<file path="config.mk">
export PLATFORM = sky130hd
export DESIGN_NAME = uart_tx_arbiter
export DESIGN_NICKNAME = d
export VERILOG_FILES = /design/src/rtl/uart_tx_arbiter.sv
export SDC_FILE = /design/constraint.sdc
export NUM_CORES = 1
export LEC_CHECK = 0
export BUFFER_PORTS_ARGS = -buffer_cell sky130_fd_sc_hd__buf_2
export CORE_MARGIN = 8
export CORE_UTILIZATION = 45
export CTS_BUF_LIST = sky130_fd_sc_hd__clkbuf_2 sky130_fd_sc_hd__clkbuf_4 sky130_fd_sc_hd__clkbuf_8
export CTS_CLUSTER_DIAMETER = 60
export CTS_CLUSTER_SIZE = 8
export DETAILED_ROUTE_END_ITERATION = 8
export PLACE_DENSITY = 0.71
export SYNTH_ARGS = -nofsm -noshare
export SYNTH_HDL_FRONTEND = slang
export SYNTH_SLANG_ARGS = --single-unit
</file>
<file path="constraint.sdc">
create_clock -name clk -period 5.4 [get_ports clk]
set_input_delay 0.81 -clock clk [delete_from_list [all_inputs] [get_ports clk]]
set_output_delay 0.81 -clock clk [all_outputs]
set_load 0.05 [all_outputs]
</file>
<file path="src/rtl/uart_tx_arbiter.sv">
// Round-robin arbiter sharing one uart_tx among N_REQ byte producers.
// Optional frame watchdog enabled by defining UART_ARB_TIMEOUT_EN.
module uart_tx_arbiter #(
    parameter int N_REQ          = 4,
    parameter int GAP_CYCLES     = 16,
    parameter int TIMEOUT_CYCLES = 2000000
) (
    input  logic               clk,
    input  logic               arst,
    input  logic [N_REQ-1:0]   req,
    input  logic [8*N_REQ-1:0] req_data,
    output logic [N_REQ-1:0]   gnt,
    output logic [N_REQ-1:0]   done,
    output logic               busy,
    output logic               uart_send,
    output logic [7:0]         uart_data,
    input  logic               uart_tx_active,
    input  logic               uart_tx_done,
    output logic               err_timeout
);

    localparam int PW = $clog2(N_REQ);
    localparam int GW = $clog2(GAP_CYCLES + 1);

    typedef enum logic [1:0] {IDLE, START, BUSY, GAP} state_t;

    state_t          state;
    logic [PW-1:0]   ptr;
    logic [PW-1:0]   winner;
    logic [PW-1:0]   idx;
    logic            found;
    logic [GW-1:0]   gap_cnt;
    logic            wd_hit;

    logic act_m, act_s, act_d;
    logic done_m, done_s, done_d;
    logic act_rise, act_fall, done_rise;

    // uart_tx status comes from the baud domain: two flops, then one more for edges
    always_ff @(posedge clk or posedge arst) begin
        if (arst) begin
            act_m  <= 1'b0;
            act_s  <= 1'b0;
            act_d  <= 1'b0;
            done_m <= 1'b0;
            done_s <= 1'b0;
            done_d <= 1'b0;
        end else begin
            act_m  <= uart_tx_active;
            act_s  <= act_m;
            act_d  <= act_s;
            done_m <= uart_tx_done;
            done_s <= done_m;
            done_d <= done_s;
        end
    end

    assign act_rise  = act_s & ~act_d;
    assign act_fall  = ~act_s & act_d;
    assign done_rise = done_s & ~done_d;

    // Scan starts just after the last winner, so it has lowest priority next round
    always_comb begin
        winner = ptr;
        found  = 1'b0;
        idx    = '0;
        for (int i = 1; i <= N_REQ; i++) begin
            idx = PW'((int'(ptr) + i) % N_REQ);
            if (!found && req[idx]) begin
                winner = idx;
                found  = 1'b1;
            end
        end
    end

`ifdef UART_ARB_TIMEOUT_EN
    logic [31:0] wd_cnt;

    always_ff @(posedge clk or posedge arst) begin
        if (arst) begin
            wd_cnt <= '0;
        end else if (state == START || state == BUSY) begin
            wd_cnt <= wd_cnt + 32'd1;
        end else begin
            wd_cnt <= '0;
        end
    end

    assign wd_hit = (state == START || state == BUSY) &&
                    (wd_cnt == 32'(TIMEOUT_CYCLES - 1));
`else
    logic unused_cfg;
    assign unused_cfg = ^TIMEOUT_CYCLES;
    assign wd_hit     = 1'b0;
`endif

    always_ff @(posedge clk or posedge arst) begin
        if (arst) begin
            state       <= IDLE;
            ptr         <= PW'(N_REQ - 1);
            gnt         <= '0;
            done        <= '0;
            uart_send   <= 1'b0;
            uart_data   <= 8'h00;
            gap_cnt     <= '0;
            err_timeout <= 1'b0;
        end else begin
            gnt         <= '0;
            done        <= '0;
            err_timeout <= 1'b0;
            case (state)
                IDLE: begin
                    if (found) begin
                        uart_data <= req_data[{winner, 3'b000} +: 8];
                        gnt       <= N_REQ'(1) << winner;
                        ptr       <= winner;
                        state     <= START;
                    end
                end
                START: begin
                    if (wd_hit) begin
                        err_timeout <= 1'b1;
                        uart_send   <= 1'b0;
                        gap_cnt     <= '0;
                        state       <= GAP;
                    end else if (act_rise && done_rise) begin
                        // frame shorter than the synchroniser delay
                        done      <= N_REQ'(1) << ptr;
                        uart_send <= 1'b0;
                        gap_cnt   <= '0;
                        state     <= GAP;
                    end else if (act_rise) begin
                        uart_send <= 1'b0;
                        state     <= BUSY;
                    end else begin
                        uart_send <= 1'b1;
                    end
                end
                BUSY: begin
                    uart_send <= 1'b0;
                    if (wd_hit) begin
                        err_timeout <= 1'b1;
                        gap_cnt     <= '0;
                        state       <= GAP;
                    end else if (done_rise || act_fall) begin
                        done    <= N_REQ'(1) << ptr;
                        gap_cnt <= '0;
                        state   <= GAP;
                    end
                end
                GAP: begin
                    if (gap_cnt == GW'(GAP_CYCLES - 1)) begin
                        state <= IDLE;
                    end else begin
                        gap_cnt <= gap_cnt + 1'b1;
                    end
                end
                default: state <= IDLE;
            endcase
        end
    end

    assign busy = (state != IDLE);

endmodule
</file>
Yosys cells after proc, flatten, opt, wreduce, memory -nomap -nowiden
Cells that the tools add are included.

Bits in registers: 32. Input bits: 40. Word-level logic and storage cells: 90.

Add/subtract/negate cells: 5. Magnitude comparators: 4. Equality and inequality tests: 10. Shift-type cells: 3. Mux-type cells: 34. Bitwise logic cells: 6. Reduce and logical (&&, ||, !) cells: 15.

Operators by type and width (number): $shiftx A32 B6 Y8 (1); $mux W2 (9); $mux W4 (4); $mux W5 (3); $pmux W5 S3 (1); $lt A2 B3 Y1 const B (4); $mux W1 (10); $ne A2 B2 Y1 const B (5); $bmux W1 S2 (4); $pmux W2 S4 (1); $pmux W4 S2 (1); $reduce_and A4 Y1 (2); $shl A1 B2 Y4 const A (2); $add A5 B1 Y5 const B (1); $eq A5 B4 Y1 const B (1); $add A2 B1 Y2 const B (2); $add A2 B2 Y2 const B (2); $eq A2 B2 Y1 const B (2); $logic_and A1 B1 Y1 (4); $reduce_bool A2 Y1 (2); $and A1 B1 Y1 (3); $logic_not A1 Y1 (3); $ne A3 B3 Y1 const B (1); $not A1 Y1 (3); 6 further kinds (6).

Logic depth before layout (Yosys ltp)
Gate-level depths: netlist (run 1).

Depth in word-level cells: 16. Mapped depth: 11. Gate-level depth less buffers: 8.

Worst setup path after synthesis (run 1)
No wires, ideal clock.

Kind: register to register. Start: register ptr[0]. End: register uart_data[0]. Library setup time: 0.076 ns. Arrival time: 2.629 ns. Path slack: 2.696 ns. Stages on the path, launching flop included: 11. Period minus slack after synthesis: 2.704 ns. Cell sequence: dfstp_2 -> buf_6 -> inv_1 -> ha_1 -> clkbuf_1 -> mux4_2 -> o21ai_0 -> a32o_1 -> buf_6 -> mux2_4 -> o21ai_2.

Word-level cells in the longest chain between the ends: 14. Elaborated cells on any way between the ends: 28. Classes of those cells: add/sub: 4; shift: 1; mux: 16; reduce/logical: 7.

Ends and longest elaborated chain: start, declared (RTL line 28) `logic [PW-1:0] ptr;`; start signal, assigned (RTL line 100) `ptr <= PW'(N_REQ - 1);`; start signal, assigned (RTL line 116) `ptr <= winner;`; $add A2 B1 Y2 (RTL line 68) `idx = PW'((int'(ptr) + i) % N_REQ);`; $bmux W1 S2 (RTL line 69) `if (!found && req[idx]) begin`; $mux W1 (not written as such) (RTL line 69); $mux W1 (RTL line 69); $logic_not A1 Y1 (RTL line 69); $logic_and A1 B1 Y1 (RTL line 69); $mux W1 (RTL line 69); $logic_not A1 Y1 (RTL line 69); $logic_and A1 B1 Y1 (RTL line 69); $mux W1 (RTL line 69); $logic_not A1 Y1 (RTL line 69); $logic_and A1 B1 Y1 (RTL line 69); $mux W2 / $mux W1 (equally long branches) (RTL line 69); $shiftx A32 B6 Y8 / $reduce_and A2 Y1 (equally long branches); end signal, assigned (RTL line 114) `uart_data <= req_data[{winner, 3'b000} +: 8];`; end, declared (RTL line 16) `output logic [7:0] uart_data,`.

Several ways; a longest one is shown, not always the timed one. The select of a mux whose other input is x is not followed. A chain may end at the register's enable or synchronous reset.

Worst setup path in the final report (run 1)
Start: register ptr[0]. End: register uart_data[4].

Same word-level chain as after synthesis.

==> results of run 1 <==
-- per-stage QoR --
stage               total power, mW  cells  setup WS, ps   util
floorplan                      1.22    181          2700      -
global placement               1.34    283          2190  0.527
detailed placement             1.36    283          2160  0.527
CTS                            1.59    291          2200  0.553
global route                   1.70    291          1880  0.553
finish                         1.56    291          2240  0.553
-- worst paths after layout --
path	from	endpoint	slack, ps	cells after the start
setup / recovery	ptr[0]$_DFFE_PP1P_	uart_data[4]$_DFFE_PP0P_	2240	8
hold / removal	done_m$_DFF_PP0_	done_s$_DFF_PP0_	340	0
setup reg to reg	ptr[0]$_DFFE_PP1P_	uart_data[4]$_DFFE_PP0P_	2240	8
hold reg to reg	done_m$_DFF_PP0_	done_s$_DFF_PP0_	340	0
max in group asynchronous	arst	ptr[0]$_DFFE_PP1P_	4500	3
min in group asynchronous	arst	done_s$_DFF_PP0_	580	3
-- registers in the layout, indices dropped and copies added, names as in the netlist --
signal and cells:
gap_cnt 5, act_m 1, uart_send 1, ptr 2, done_s 1, done 4
uart_data 8, act_d 1, done_d 1, gnt 4, state 2, act_s 1
done_m 1
-- worst max-delay path, delay by kind of cell, from the launching register on --
family	cells	cell delay, ps
AO/OA/AOI/OAI	3	1150
adder cells (fa/ha/maj)	1	520
buffers and inverters	1	140
flip-flops	1	650
multiplexers	3	600
-- power breakdown --
group,switching [mW],internal (mW)
combinational,0.570,0.394
clock,0.0878,0.136
sequential,0.0575,0.319
-- synth_stat cells (6+ instances only) --
library cell  count
a21oi_1           8
dfrtp_1          30
ha_1             10
inv_1            11
mux2_4            6
mux2i_1          20
nand2_1          16
nand2b_1          6
nor2b_1           6
o21ai_0          10
o21ai_2           8
-- layout make-up --
type	instances	area [µm²]
Inverter	11	41.3
Tap cell	52	65.1
Clock inverter	3	42.5
Multi-Input combinational cell	130	1030
Sequential cell	32	803
Timing Repair Buffer	58	293
Fill cell	366	1890
Clock buffer	5	68.8
-- layer usage --
layer	up-vias	GRT usage
met5	-	0
met4	0	0.0482
met3	5	0.0569
met2	49	0.200
met1	669	0.153
li1	754	-
-- cell families (layout without fill, tap and decap cells) --
| group | after synthesis | after routing | synth area share |
|---|---|---|---|
| buf+inv | 19 | 77 | 0.0525 |
| fa+ha+maj | 10 | 10 | 0.0648 |
| compound gates | 39 | 39 | 0.134 |
| other cells | 1 | 1 | 0.00194 |
| mux | 33 | 33 | 0.203 |
| simple gates | 47 | 47 | 0.128 |
| flops | 32 | 32 | 0.416 |
==> summary.txt, run 1 <==
Run status
  • Status: completed

Timing
  • RSZ-0062 raised after global routing: false
  • Fin Setup TNS: 0 ps
  • Final setup viols: 0
  • Rel. slew slack: 0.249
  • Fin crit share: 0.585
  • Final-report max-slew violation count: 0
  • Post-layout min period: 3160 ps
  • Worst slew pin tran: 1130 ps
  • Max Fclk: 0.317 GHz
  • Fin. Hold Viols: 0
  • Hold Slack: 344 ps
  • Setup Skew: 4.27 ps

Yosys
  • Synthesized instance count: 181
  • Yosys warns: 0
  • Number of flops mapped to enable cells by yosys: 0
  • Top FF cell, synth: dfrtp_1
  • Mapped Area: 1930 µm²
  • Mapped Nets: 231
  • Synth area leaders: dfrtp_1 (39%), mux2i_1 (10%), ha_1 (6.5%)
  • Area share of the largest cell type after synthesis: 0.389
  • Ys async rst share: 1.00
  • Mean area per synthesized cell: 10.7 µm²
  • Sequential area share after synthesis: 0.416
  • Cell variety after synth: 37
  • Synth Register Bits: 32
  • Synth area leader: dfrtp_1

Routing
  • Via Count: 1477
  • Via/cell ratio: 5.08
  • M1 WL: 1670 µm
  • Routed len/inst: 12.8 µm
  • Met2 Wirelength: 1670 µm
  • First drt pass iteration count: 3
  • Met3 WL post-DR: 341 µm
  • Post-DRT Antenna Nets: 0
  • Max Used Layer: met4
  • Post-route DRC violation count: 0
  • Post-Route WL: 3730 µm
  • Drt first-iter violations: 50

Floorplan
  • # IOs: 59
  • Die H: 81.5 µm
  • Area of the die: 6650 µm²
  • Rows: 24
  • DIE WIDTH: 81.5 µm
  • Initial Utilization: 0.456
  • Core area: 4230 µm²

CTS
  • Root buffer cell: clkbuf_8
  • PostCTS Resize Cnt: 0
  • CTS tree: yes
  • Postcts setup bufs: 0
  • Num CTS Buffers: 5
  • Worst skew pair latency: 280 ps
  • CTS clk-pin slew, worst paths: 70 ps
  • Cts hold-fix bufs: 0
  • Number of H-tree levels: 2
  • Clk sink count: 32
  • CTS Buffer Depth: 2

Global routing
  • Global route total overflow: 0
  • First-pass GRT wire length: 6780 µm
  • Initial antenna violation count: 0
  • Largest net degree at the start of global routing: 33
  • Vias in the first global route: 1529
  • Aggregate global-route resource usage: 0.128

Placement
  • Post-DP Area: 2230 µm²
  • IO buf count: 57
  • DP HPWL: 2870 µm
  • GPL Wtd Cong: 0.790

Pwr
  • Worst vdd ir: 0.318 mV
  • Leak pwr: 1.22 nW
  • Pwr per Cell Area: 669 nW/µm²

Worst setup path
  • Critical path's largest stage delay: 850 ps
  • CP max FO: 21
  • Crit-path slowest cell: o21ai_2
  • CP Cell Sequence: inv_1 > ha_1 > mux2i_1 > o21a_1 > o21ai_2 > mux2i_1 > mux2_4 > o21ai_2
  • Setup crit start kind: register
  • Worst Path Arrival: 3360 ps
  • CP required: 5600 ps
  • Endpoint class of the critical path: register
  • WS Path Type: register to register

Final layout
  • Most frequent cells in the layout: buf_2 (57), dfrtp_1 (30), mux2i_1 (20)
  • Commonest non-fill, non-tap cell in the layout: buf_2
  • Final net count: 288
  • Area delta synth->final: 21.2%
  • N_diodes: 0
  • Post-route cell area: 2340 µm²
  • Share of cells above drive strength 1: 0.377

Worst hold path
  • Hold Path Class: register to register

Flow run
  • Max-cap violations: 0
No activity file was read; power rests on OpenSTA's default activity.
==> run 2: changes to the inputs <==
- PLACE_DENSITY: 0.71 -> 0.74
- clock period: 5.4 -> 2.8 ns (I/O delays scaled with it)
==> summary.txt, run 2 (same netlist as run 1, synthesis figures left out) <==
Run status
  • Status: completed

CTS
  • Number of H-tree levels: 2
  • Cts hold-fix bufs: 0
  • Clk sink count: 32
  • CTS tree: yes
  • Postcts setup bufs: 0
  • Worst skew pair latency: 280 ps
  • Num CTS Buffers: 5
  • PostCTS Resize Cnt: 0
  • CTS clk-pin slew, worst paths: 60 ps
  • Root buffer cell: clkbuf_8
  • CTS Buffer Depth: 2

Worst setup path
  • CP max FO: 13
  • WS Path Type: register to register
  • Endpoint class of the critical path: register
  • CP Cell Sequence: inv_1 > ha_1 > mux4_2 > o21ai_0 > a32o_1 > buf_4 > mux2_2 > o21ai_1
  • Setup crit start kind: register
  • CP required: 3010 ps
  • Critical path's largest stage delay: 610 ps
  • Crit-path slowest cell: dfstp_2
  • Worst Path Arrival: 2870 ps

Routing
  • Post-route DRC violation count: 0
  • Post-DRT Antenna Nets: 0
  • Post-Route WL: 3730 µm
  • Drt first-iter violations: 61
  • Routed len/inst: 12.6 µm
  • First drt pass iteration count: 4
  • Via Count: 1495
  • Via/cell ratio: 5.05

Flow run
  • Max-cap violations: 0

Floorplan
  • Core area: 4230 µm²
  • Rows: 24
  • Initial Utilization: 0.456
  • Area of the die: 6650 µm²
  • DIE WIDTH: 81.5 µm
  • Die H: 81.5 µm
  • # IOs: 59

Placement
  • Post-place setup slack: 119 ps
  • GPL Wtd Cong: 0.798
  • IO buf count: 57
  • DP HPWL: 2930 µm

Timing
  • Fin crit share: 0.952
  • Fin. Hold Viols: 0
  • Post-layout min period: 2660 ps
  • Final setup viols: 0
  • Worst slew pin tran: 533 ps
  • Final-report max-slew violation count: 0
  • Setup Skew: 3.34 ps
  • Fin Setup TNS: 0 ps
  • RSZ-0062 raised after global routing: false
  • Rel. slew slack: 0.645
  • Hold Slack: 203 ps
  • PnR worst setup slack: 136 ps
  • Max Fclk: 0.375 GHz

Global routing
  • Global route total overflow: 0
  • First-pass GRT wire length: 6360 µm
  • Aggregate global-route resource usage: 0.121
  • Largest net degree at the start of global routing: 33
  • Vias in the first global route: 1503
  • Initial antenna violation count: 0

Final layout
  • Area delta synth->final: 23.1%
  • Most frequent cells in the layout: buf_2 (57), dfrtp_1 (30), mux2i_1 (20)
  • Largest register FFs: 8
  • Share of cells above drive strength 1: 0.389
  • Commonest non-fill, non-tap cell in the layout: buf_2
  • N_diodes: 0
  • Final net count: 293
  • Regs by FF count: uart_data (8), gap_cnt (5)
  • Reg with most FFs: uart_data
  • Fill count: 375

Worst hold path
  • Hold Path Class: primary input to async pin

Pwr
  • Leak pwr: 1.25 nW
  • Final total power: 3.04 mW
  • Pwr per Cell Area: 1280 nW/µm²
  • Worst vdd ir: 0.647 mV
[run 2: changes by cell type in the layout (fill, tap and decap cells not counted), sizes merged]
cell      delta
buf          +5
bufinv       -1
clkinv       -1
clkbuf       +3
clkinvlp     -1
[run 2: critical path: cells and delay by family (launching register included)]
kind | cells | cell delay, ps
multiplexers | 2 | 720
flip-flops | 1 | 610
adder cells (fa/ha/maj) | 1 | 490
AO/OA/AOI/OAI | 3 | 450
buffers and inverters | 2 | 310
[run 2: cell type report]
type | count | area [µm²] | share of cell area
well taps | 52 | 65.1 | 0.0274
flip-flops and latches | 32 | 803 | 0.338
clock buffers | 8 | 97.6 | 0.0411
multi-input cells | 130 | 1030 | 0.432
repair buffers | 63 | 343 | 0.144
inverters | 11 | 41.3 | 0.0174
[run 2: metrics by stage]
stage,utilization,instances,instance area (µm²)
2_1_floorplan,-,181,1930
3_3_place_gp,0.538,288,2280
3_5_place_dp,0.538,288,2280
4_1_cts,0.561,296,2380
5_1_grt,0.561,296,2380
6_report,0.561,296,2380
[run 2: routing by layer]
metal / track usage / wire (µm) / up-vias
li1: - / - / 759
met4: 0.0536 / 63 / 0
met5: 0 / 0 / -
met1: 0.146 / 1750 / 671
met3: 0.0438 / 276 / 5
met2: 0.189 / 1650 / 60
[run 2: worst paths after layout]
path	startpoint	depth (start not counted)	slack, ps	end
worst max-delay path	ptr[1]$_DFFE_PP1P_	8	140	uart_data[6]$_DFFE_PP0P_
worst min-delay path	arst	3	200	uart_data[3]$_DFFE_PP0P_
worst max register to register	ptr[1]$_DFFE_PP1P_	8	140	uart_data[6]$_DFFE_PP0P_
worst min register to register	act_m$_DFF_PP0_	0	350	act_s$_DFF_PP0_
max in group asynchronous	arst	3	2280	ptr[0]$_DFFE_PP1P_
min in group clk	uart_tx_done	1	240	done_m$_DFF_PP0_
[run 2: where the power goes]
part	switching, mW	total (mW)	internal [mW]
Combinational	1.13	1.96	0.837
Sequential	0.0884	0.702	0.614
Clock	0.160	0.379	0.219
